**src/rtl/maj_sched_pkg.sv**
```systemverilog
// Shared definitions for the round-robin majority scheduler and its serial core.
package maj_sched_pkg;

    localparam int DEF_NREQ  = 4;
    localparam int DEF_WIDTH = 10;

    typedef enum logic [1:0] {
        S_IDLE  = 2'd0,
        S_SHIFT = 2'd1,
        S_DONE  = 2'd2
    } state_e;

    function automatic int clog2(input int value);
        int r;
        r = 0;
        while ((1 << r) < value) r++;
        return r;
    endfunction

endpackage

```
**src/rtl/maj_serial_core.sv**
```systemverilog
// Serial majority engine: counts ones over WIDTH bits and flags the final bit.
module maj_serial_core
    import maj_sched_pkg::*;
#(
    parameter int WIDTH = DEF_WIDTH,
    parameter int CW    = clog2(WIDTH + 1)
) (
    input  logic clk_i,
    input  logic rst_ni,
    input  logic clr_i,
    input  logic bit_in_i,
    input  logic bit_en_i,
    output logic last_o,
    output logic maj_o
);

    logic [CW-1:0] ones_q;
    logic [CW-1:0] bitcnt_q;
    logic [CW-1:0] ones_d;

    assign ones_d = ones_q + CW'(bit_in_i);

    always_ff @(posedge clk_i) begin
        if (!rst_ni) begin
            ones_q   <= '0;
            bitcnt_q <= '0;
        end else if (clr_i) begin
            ones_q   <= '0;
            bitcnt_q <= '0;
        end else if (bit_en_i) begin
            ones_q   <= ones_d;
            bitcnt_q <= bitcnt_q + 1'b1;
        end
    end

    // Result reflects the count including the bit consumed this cycle; the extra bit keeps 2*ones exact.
    assign last_o = bit_en_i && (bitcnt_q == CW'(WIDTH - 1));
    assign maj_o  = {ones_d, 1'b0} > (CW + 1)'(WIDTH);

endmodule

```
**src/rtl/maj_scheduler.sv**
```systemverilog
// Round-robin scheduler feeding latched requester words LSB-first into a shared serial majority core.
module maj_scheduler
    import maj_sched_pkg::*;
#(
    parameter  int NREQ  = DEF_NREQ,
    parameter  int WIDTH = DEF_WIDTH,
    localparam int IDW   = clog2(NREQ),
    localparam int CW    = clog2(WIDTH + 1)
) (
    input  logic                  clk_i,
    input  logic                  rst_ni,
    input  logic [NREQ-1:0]       req_i,
    input  logic [NREQ*WIDTH-1:0] data_i,
    output logic [NREQ-1:0]       gnt_o,
    output logic                  busy_o,
    output logic                  maj_valid_o,
    output logic                  maj_out_o,
    output logic [IDW-1:0]        maj_id_o
);

    state_e           state_q, state_d;
    logic [IDW-1:0]   ptr_q, id_q;
    logic [WIDTH-1:0] shreg_q;
    logic [IDW-1:0]   winner, hi_win, lo_win;
    logic             hi_found, any_req;
    logic [WIDTH-1:0] sel_word;
    logic             take, clr, bit_en, core_last, core_maj;
    logic [NREQ-1:0]  gnt_d;
    logic             busy_d, valid_d, mout_d;
    logic [IDW-1:0]   mid_d;

    // Lowest request at or above ptr wins, otherwise lowest request overall (wrap).
    always_comb begin
        hi_found = 1'b0;
        hi_win   = '0;
        lo_win   = '0;
        for (int k = NREQ - 1; k >= 0; k--) begin
            if (req_i[k]) begin
                lo_win = IDW'(k);
                if (IDW'(k) >= ptr_q) begin
                    hi_found = 1'b1;
                    hi_win   = IDW'(k);
                end
            end
        end
        winner  = hi_found ? hi_win : lo_win;
        any_req = |req_i;
    end

    always_comb begin
        sel_word = '0;
        for (int k = 0; k < NREQ; k++) begin
            if (winner == IDW'(k)) sel_word = data_i[k*WIDTH +: WIDTH];
        end
    end

    always_ff @(posedge clk_i) begin
        if (!rst_ni) state_q <= S_IDLE;
        else         state_q <= state_d;
    end

    // DONE arbitrates like IDLE so a waiting request is granted on the edge that ends the result cycle.
    always_comb begin
        state_d = state_q;
        case (state_q)
            S_IDLE, S_DONE: state_d = any_req ? S_SHIFT : S_IDLE;
            S_SHIFT:        if (core_last) state_d = S_DONE;
            default:        state_d = S_IDLE;
        endcase
    end

    always_comb begin
        take    = 1'b0;
        clr     = 1'b0;
        bit_en  = 1'b0;
        gnt_d   = '0;
        busy_d  = 1'b0;
        valid_d = 1'b0;
        mout_d  = 1'b0;
        mid_d   = '0;
        case (state_q)
            S_IDLE, S_DONE: begin
                if (any_req) begin
                    take   = 1'b1;
                    clr    = 1'b1;
                    busy_d = 1'b1;
                    for (int k = 0; k < NREQ; k++) gnt_d[k] = (winner == IDW'(k));
                end
            end
            S_SHIFT: begin
                bit_en = 1'b1;
                busy_d = 1'b1;
                if (core_last) begin
                    valid_d = 1'b1;
                    mout_d  = core_maj;
                    mid_d   = id_q;
                end
            end
            default: ;
        endcase
    end

    always_ff @(posedge clk_i) begin
        if (!rst_ni) begin
            shreg_q     <= '0;
            id_q        <= '0;
            ptr_q       <= '0;
            gnt_o       <= '0;
            busy_o      <= 1'b0;
            maj_valid_o <= 1'b0;
            maj_out_o   <= 1'b0;
            maj_id_o    <= '0;
        end else begin
            if (take) begin
                shreg_q <= sel_word;
                id_q    <= winner;
                ptr_q   <= (winner == IDW'(NREQ - 1)) ? '0 : winner + 1'b1;
            end else if (bit_en) begin
                shreg_q <= shreg_q >> 1;
            end
            gnt_o       <= gnt_d;
            busy_o      <= busy_d;
            maj_valid_o <= valid_d;
            maj_out_o   <= mout_d;
            maj_id_o    <= mid_d;
        end
    end

    maj_serial_core #(
        .WIDTH (WIDTH),
        .CW    (CW)
    ) u_core (
        .clk_i    (clk_i),
        .rst_ni   (rst_ni),
        .clr_i    (clr),
        .bit_in_i (shreg_q[0]),
        .bit_en_i (bit_en),
        .last_o   (core_last),
        .maj_o    (core_maj)
    );

endmodule
```
**config.mk**
```make
export PLATFORM = sky130hd
export DESIGN_NAME = maj_scheduler
export DESIGN_NICKNAME = d
export VERILOG_FILES = /design/src/rtl/maj_sched_pkg.sv /design/src/rtl/maj_serial_core.sv /design/src/rtl/maj_scheduler.sv
export SDC_FILE = /design/constraint.sdc
export NUM_CORES = 1
export LEC_CHECK = 0
export CAP_MARGIN = 40
export CORE_MARGIN = 5
export CORE_UTILIZATION = 46
export CTS_CLUSTER_DIAMETER = 30
export DETAILED_ROUTE_END_ITERATION = 8
export GPL_TIMING_DRIVEN = 1
export PLACE_DENSITY_LB_ADDON = 0.15
export SYNTH_ARGS = -nofsm -noshare
export SYNTH_HDL_FRONTEND = slang
export SYNTH_SLANG_ARGS = --single-unit
export TNS_END_PERCENT = 50
```
**constraint.sdc**
```tcl
create_clock -name clk_i -period 2.7 [get_ports clk_i]
set_input_delay 0.27 -clock clk_i [delete_from_list [all_inputs] [get_ports clk_i]]
set_output_delay 0.27 -clock clk_i [all_outputs]
set_load 0.02 [all_outputs]
```
Word-level counts from Yosys, hierarchy flattened
Index checks and enable logic that the tools add are counted.
{"block": "word_totals", "regBits": 33, "in_bits": 46, "out_inout_bits": 9, "elab_cells": 73}
{"block": "classes", "add_sub_neg": 3, "order_cmp": 5, "eq_ne": 7, "mux": 36, "bitwise_logic": 1, "reduce_logical": 10}
{"operator": "$mux 10", "n": 6}
{"operator": "$mux 2", "n": 15}
{"operator": "$mux 1", "n": 13}
{"operator": "$eq 2x2->1 const B", "n": 3}
{"operator": "$reduce_and 3->1", "n": 2}
{"operator": "$gt 5x4->1 const B", "n": 1}
{"operator": "$add 4x1->4", "n": 1}
{"operator": "$add 4x1->4 const B", "n": 1}
{"operator": "$eq 2x1->1 const B", "n": 2}
{"operator": "$eq 4x4->1 const B", "n": 1}
{"operator": "$ge 1x2->1 const A", "n": 2}
{"operator": "$ge 2x2->1 const A", "n": 2}
{"operator": "$logic_not 2->1", "n": 2}
{"operator": "$pmux 2 s2", "n": 1}
{"operator": "$reduce_or 2->1", "n": 2}
{"operator": "$reduce_or 4->1", "n": 1}
{"operator": "$add 2x1->2 const B", "n": 1}
{"operator": "$ne 2x2->1 const B", "n": 1}
{"operator": "$pmux 1 s2", "n": 1}
{"operator": "$reduce_and 2->1", "n": 1}
{"operator": "$reduce_bool 2->1", "n": 1}
{"operator": "$logic_and 1x1->1", "n": 1}
{"operator": "$not 1->1", "n": 1}

Longest topological paths before layout
{"block": "depth", "depth_word": 16, "ltp_mapped": 10, "depth_no_buf": 9}

Cells and area by module
Synthesis repeated with hierarchy kept, for this count alone.
{"block": "hier_totals", "cells_unflattened": 220, "area_unflattened_um2": 1736.7}
{"module": "maj_scheduler", "n_inst": 1, "cells_per_inst": 177, "area_per_inst_um2": 1322.5, "seq_area_each_um2": 500.5}
{"module": "maj_serial_core", "n_inst": 1, "cells_per_inst": 43, "area_per_inst_um2": 414.1, "seq_area_each_um2": 160.2}

Worst setup path after synthesis
No wires, ideal clock.
{"block": "synth_timing", "path_kind": "reg-to-reg", "start": "register ptr_q[1]", "end": "register shreg_q[1]", "setup_ps": 124, "arrival_time_ps": 1883, "required_ps": 2576, "path_slack_ps": 693, "path_stages_with_launch": 11, "path_buffers": 1, "synth_period_minus_slack_ps": 2007, "path_cell_list": "dfxtp_1 mux2i_1 nor2_1 nor3_1 inv_1 ha_1 clkbuf_1 a21oi_1 o21ai_0 a22oi_1 a211oi_1"}
{"block": "synth_between", "elab_chain_len": 16, "elab_cells_between_ends": 30, "cone_classes": "order compare: 4; eq/ne: 3; mux: 22; reduce/logical: 1"}
{"item": "start: declaration", "line": "maj_scheduler.sv:22", "rtl": "logic [IDW-1:0] ptr_q, id_q;"}
{"item": "start signal: assignment", "line": "maj_scheduler.sv:117", "rtl": "ptr_q <= (winner == IDW'(NREQ - 1)) ? '0 : winner + 1'b1;"}
{"item": "$ge 2x2->1", "line": "maj_scheduler.sv:40", "rtl": "if (IDW'(k) >= ptr_q) begin"}
{"item": "$mux 2 / $mux 1 (equally long branches)", "line": "maj_scheduler.sv:40"}
{"item": "$mux 2 / $mux 1 (equally long branches)", "line": "maj_scheduler.sv:38", "rtl": "if (req_i[k]) begin"}
{"item": "$mux 2 / $mux 1 (equally long branches)", "line": "maj_scheduler.sv:40"}
{"item": "$mux 2 / $mux 1 (equally long branches)", "line": "maj_scheduler.sv:38"}
{"item": "$mux 2 / $mux 1 (equally long branches)", "line": "maj_scheduler.sv:40"}
{"item": "$mux 2 / $mux 1 (equally long branches)", "line": "maj_scheduler.sv:38"}
{"item": "$mux 2 / $mux 1 (equally long branches)", "line": "maj_scheduler.sv:40"}
{"item": "$mux 2 / $mux 1 (equally long branches)", "line": "maj_scheduler.sv:38"}
{"item": "$mux 2 *", "line": "maj_scheduler.sv:46", "rtl": "winner = hi_found ? hi_win : lo_win;"}
{"item": "named net winner[0]", "line": "maj_scheduler.sv:24", "rtl": "logic [IDW-1:0] winner, hi_win, lo_win;"}
{"item": "$logic_not 2->1", "line": "maj_scheduler.sv:53", "rtl": "if (winner == IDW'(k)) sel_word = data_i[k*WIDTH +: WIDTH];"}
{"item": "$mux 10 (3 in a row)", "line": "maj_scheduler.sv:53"}
{"item": "$mux 10 *", "line": "maj_scheduler.sv:53"}
{"item": "$mux 10 *", "line": "maj_scheduler.sv:114", "rtl": "if (take) begin"}
{"item": "end signal: assignment", "line": "maj_scheduler.sv:115", "rtl": "shreg_q <= sel_word;"}
{"item": "end signal: assignment", "line": "maj_scheduler.sv:119", "rtl": "shreg_q <= shreg_q >> 1;"}
{"item": "end: declaration", "line": "maj_scheduler.sv:23", "rtl": "logic [WIDTH-1:0] shreg_q;"}
Mark *: on every way through the listed nets, which the timed path passes. The rest lies on a longest branch.
A chain may end at the register's enable or synchronous reset.

Final worst setup path
{"block": "layout_timing", "start": "input req_i[0]", "end": "register shreg_q[6]"}
{"block": "layout_between", "elab_chain_len": 8, "elab_cells_between_ends": 17, "cone_classes": "eq/ne: 3; mux: 11; reduce/logical: 3"}
{"item": "start: declaration", "line": "maj_scheduler.sv:12", "rtl": "input logic [NREQ-1:0] req_i,"}
{"item": "$mux 2 / $mux 1 (equally long branches)", "line": "maj_scheduler.sv:38"}
{"item": "$mux 2", "line": "maj_scheduler.sv:46"}
{"item": "$logic_not 2->1", "line": "maj_scheduler.sv:53"}
{"item": "$mux 10 (4 in a row)", "line": "maj_scheduler.sv:53"}
{"item": "$mux 10", "line": "maj_scheduler.sv:114"}
Several ways; a longest one is shown, not always the timed one.

==> run metrics <==
Worst path max stage delay=approximately 0.54 ns; Post-synth EDFFs=0; worst path arrival time=approximately 2.5 ns; largest net degree at the start of global routing=33; Post-CTS Setup Inserts=0; area occupied by multi-input gates=949.7 um^2; Syn Std Cell Area=about 1700 um^2; Critical Path RT=between 2 and 3 ns; initial core utilization=0.4740; worst skew pair latency=about 0.28 ns; Die Span Y=71.42 um; RSZ-0062 raised after global routing=false; routed via count=between 1.5k and 2k; layout cells sized above 1=0.07273; #FFs+latches synth=33; diodes inserted=0; Tcrit/Tclk final=0.8753; hold_ws=~0.46 ns; Routed Antenna Nets=0; Max Cap Viol=0; Cell Pwr Density=approximately 540 nW/um^2; placed cell areas=2342 um^2; Ys Warns=0; vias in the first global route=1537; CTS Sinks=33; Finish-stage setup viols=0; worst path cell trace=clkdlybuf4s50_1 -> a21oi_1 -> o21a_1 -> o22ai_1 -> buf_4 -> ha_1 -> buf_4 -> o21ai_0 -> a22oi_1 -> a21oi_1; Worst-path clk slew=0.06 ns; vias per cell=5.173; Slew Viols, Final=0; CTS tree=built; asr flop ratio synth=0; post-cts hold buffer count=0; Worst Clk Skew=0.002791 ns; filler instances=315; DP HPWL=2970 um; Achievable Freq=423.1 MHz; I/O Buffers=54; first-pass iteration count of the detailed router=4; initial antenna violation count=0; Worst Tran Pin Value=0.5749 ns; WL met1=1824 um; met3 routed WL=slightly above 400 um; Rel. slew slack=0.6141; routability congestion estimate=0.7745; Worst VDD drop=0.0002325 V; DR iter-0 viols=91; PostCTS Resize Cnt=0; WS Path Type=in -> reg; Setup Total Neg Slack=0 ns; Crit-path slowest cell=clkdlybuf4s50_1; syn_area_per_cell=7.961 um^2; Boundary Pins=55; core area=3661 um^2; Routed WL=3974 um; crit start category=primary input; Synth cell types=30; Final #Nets=328; Hold Crit Class=reg -> reg; crit end category=flip-flop; Cells after Synth=218; number of H-tree levels=2; CTS Root Cell=clkbuf_8; family with the most delay on the worst path=buffers and inverters; Final Hold Fails=0; sequential element share of the synthesized area=0.3807; fin area=roughly 2400 um^2; residual overflow from global routing=0; first-pass GRT wire length=6679 um; uppermost layer routed=met4; row cnt=22; Synth Flop Type=dfxtp_1; status=finished clean; Leak Pwr=0.9939 nW; die area=between 5000 and 6000 um^2; All-Layer GR Usage=0.1628; DRC viols=0; CTS Buf Count=5; WP buf/inv=3; Reg area=660.6 um^2; Post-Syn Nets=272; CTS Buffer Depth=2; DR WL/cell=roughly 12 um; critical-path maximum fanout=14; Layout Area Growth over Synthesis=40.81%; Final min period=2.363 ns; die width=about 71 um; met2 WL post-DR=approximately 1700 um
per-layer routing:
| metal | vias to the layer above | global-route usage |
|---|---|---|
| met5 | - | 0 |
| met4 | 0 | 0.07933 |
| met3 | 6 | 0.06031 |
| met2 | 70 | 0.2296 |
| met1 | 717 | 0.2173 |
| li1 | 878 | - |
synth_stat cells, types with 2 or more instances:
cell | count | area share
nor3_1 | 3 | 0.0086
and3_1 | 6 | 0.022
o21a_1 | 10 | 0.043
nand2_1 | 22 | 0.048
clkbuf_1 | 10 | 0.022
and2_1 | 3 | 0.011
o31ai_1 | 7 | 0.030
o21ai_0 | 14 | 0.040
nor2b_1 | 3 | 0.011
mux2i_1 | 2 | 0.012
nand2b_1 | 2 | 0.0072
a21oi_1 | 35 | 0.10
nand4_1 | 2 | 0.0072
buf_2 | 4 | 0.012
ha_1 | 8 | 0.058
inv_1 | 15 | 0.032
a22oi_1 | 10 | 0.043
dfxtp_1 | 33 | 0.38
xor2_1 | 4 | 0.020
nor2_1 | 11 | 0.024
o22ai_1 | 3 | 0.011
a211oi_1 | 3 | 0.013
final timing paths:
check / start / endpoint / slack, ns / depth (start not counted)
setup / recovery: req_i[0] / shreg_q[6]$_SDFFE_PN0P_ / 0.34 / 10
hold reg to reg: u_core.ones_q[0]$_SDFFE_PP0P_ / u_core.ones_q[0]$_SDFFE_PP0P_ / 0.46 / 2
hold / removal: u_core.ones_q[0]$_SDFFE_PP0P_ / u_core.ones_q[0]$_SDFFE_PP0P_ / 0.46 / 2
setup reg to reg: ptr_q[1]$_SDFFE_PN0P_ / shreg_q[0]$_SDFFE_PN0P_ / 0.39 / 9
per-stage QoR:
stage,worst slack (ns),std cells,power (mW),util
after floorplan,0.6929,218,0.7878,-
after detailed placement,0.07739,315,0.9358,0.6398
after global routing,0.01214,323,1.417,0.6675
after CTS,0.3743,323,1.339,0.6675
after global placement,0.08132,315,0.9338,0.6398
final,0.3366,323,1.325,0.6675
worst reg2reg max path, delay by kind of cell (launching register included):
kind	cells	cell delay, ns
buf+inv	1	0.12
flops	1	0.43
compound gates	4	0.57
simple gates	2	0.44
fa+ha+maj	1	0.42
mux	1	0.21
registers in the layout (all words and copies together) (netlist names), 2 cells and up:
name / count
u_core.ones_q: 4
state_q: 2
gnt_o: 4
id_q: 2
maj_id_o: 2
u_core.bitcnt_q: 4
shreg_q: 10
ptr_q: 2
area by class of cell:
| class | count | share of cell area |
|---|---|---|
| Clock buffer | 7 | 0.03943 |
| Clock inverter | 1 | 0.002048 |
| Inverter | 15 | 0.02304 |
| Multi-Input combinational cell | 155 | 0.3886 |
| Sequential cell | 33 | 0.2704 |
| Tap cell | 48 | 0.02458 |
| Timing Repair Buffer | 64 | 0.2519 |
logic make-up (layout without fill, tap and decap cells):
group | count (synthesis) | in the layout | synth area share
AOI/OAI and AO/OA | 85 | 85 | 0.2949
and+or+nand+nor | 55 | 55 | 0.1579
DFF | 33 | 33 | 0.3807
buffers and inverters | 30 | 87 | 0.07210
adders and majority gates | 8 | 8 | 0.05768
xor gates and xnor gates | 5 | 5 | 0.02523
muxes | 2 | 2 | 0.01154
report_power, final:
part / switching (mW) / total, mW / internal, mW
clock: 0.168 / 0.398 / 0.230
combinational: 0.188 / 0.379 / 0.190
sequential: 0.0229 / 0.549 / 0.526
placed cells by master (no fill, tap or decap), drive strengths merged, types with 3 or more instances in the layout:
cell type / n
nor2: 12
xor2: 4
clkbuf: 7
clkdlybuf4s50: 54
ha: 8
o21a: 10
nor3: 3
and3: 6
and2: 3
a21oi: 35
buf: 10
a22oi: 10
nand2: 22
nor2b: 3
inv: 15
dfxtp: 33
o31ai: 7
o22ai: 3
o21ai: 15
a211oi: 3
(Power assumes the default switching activity.)
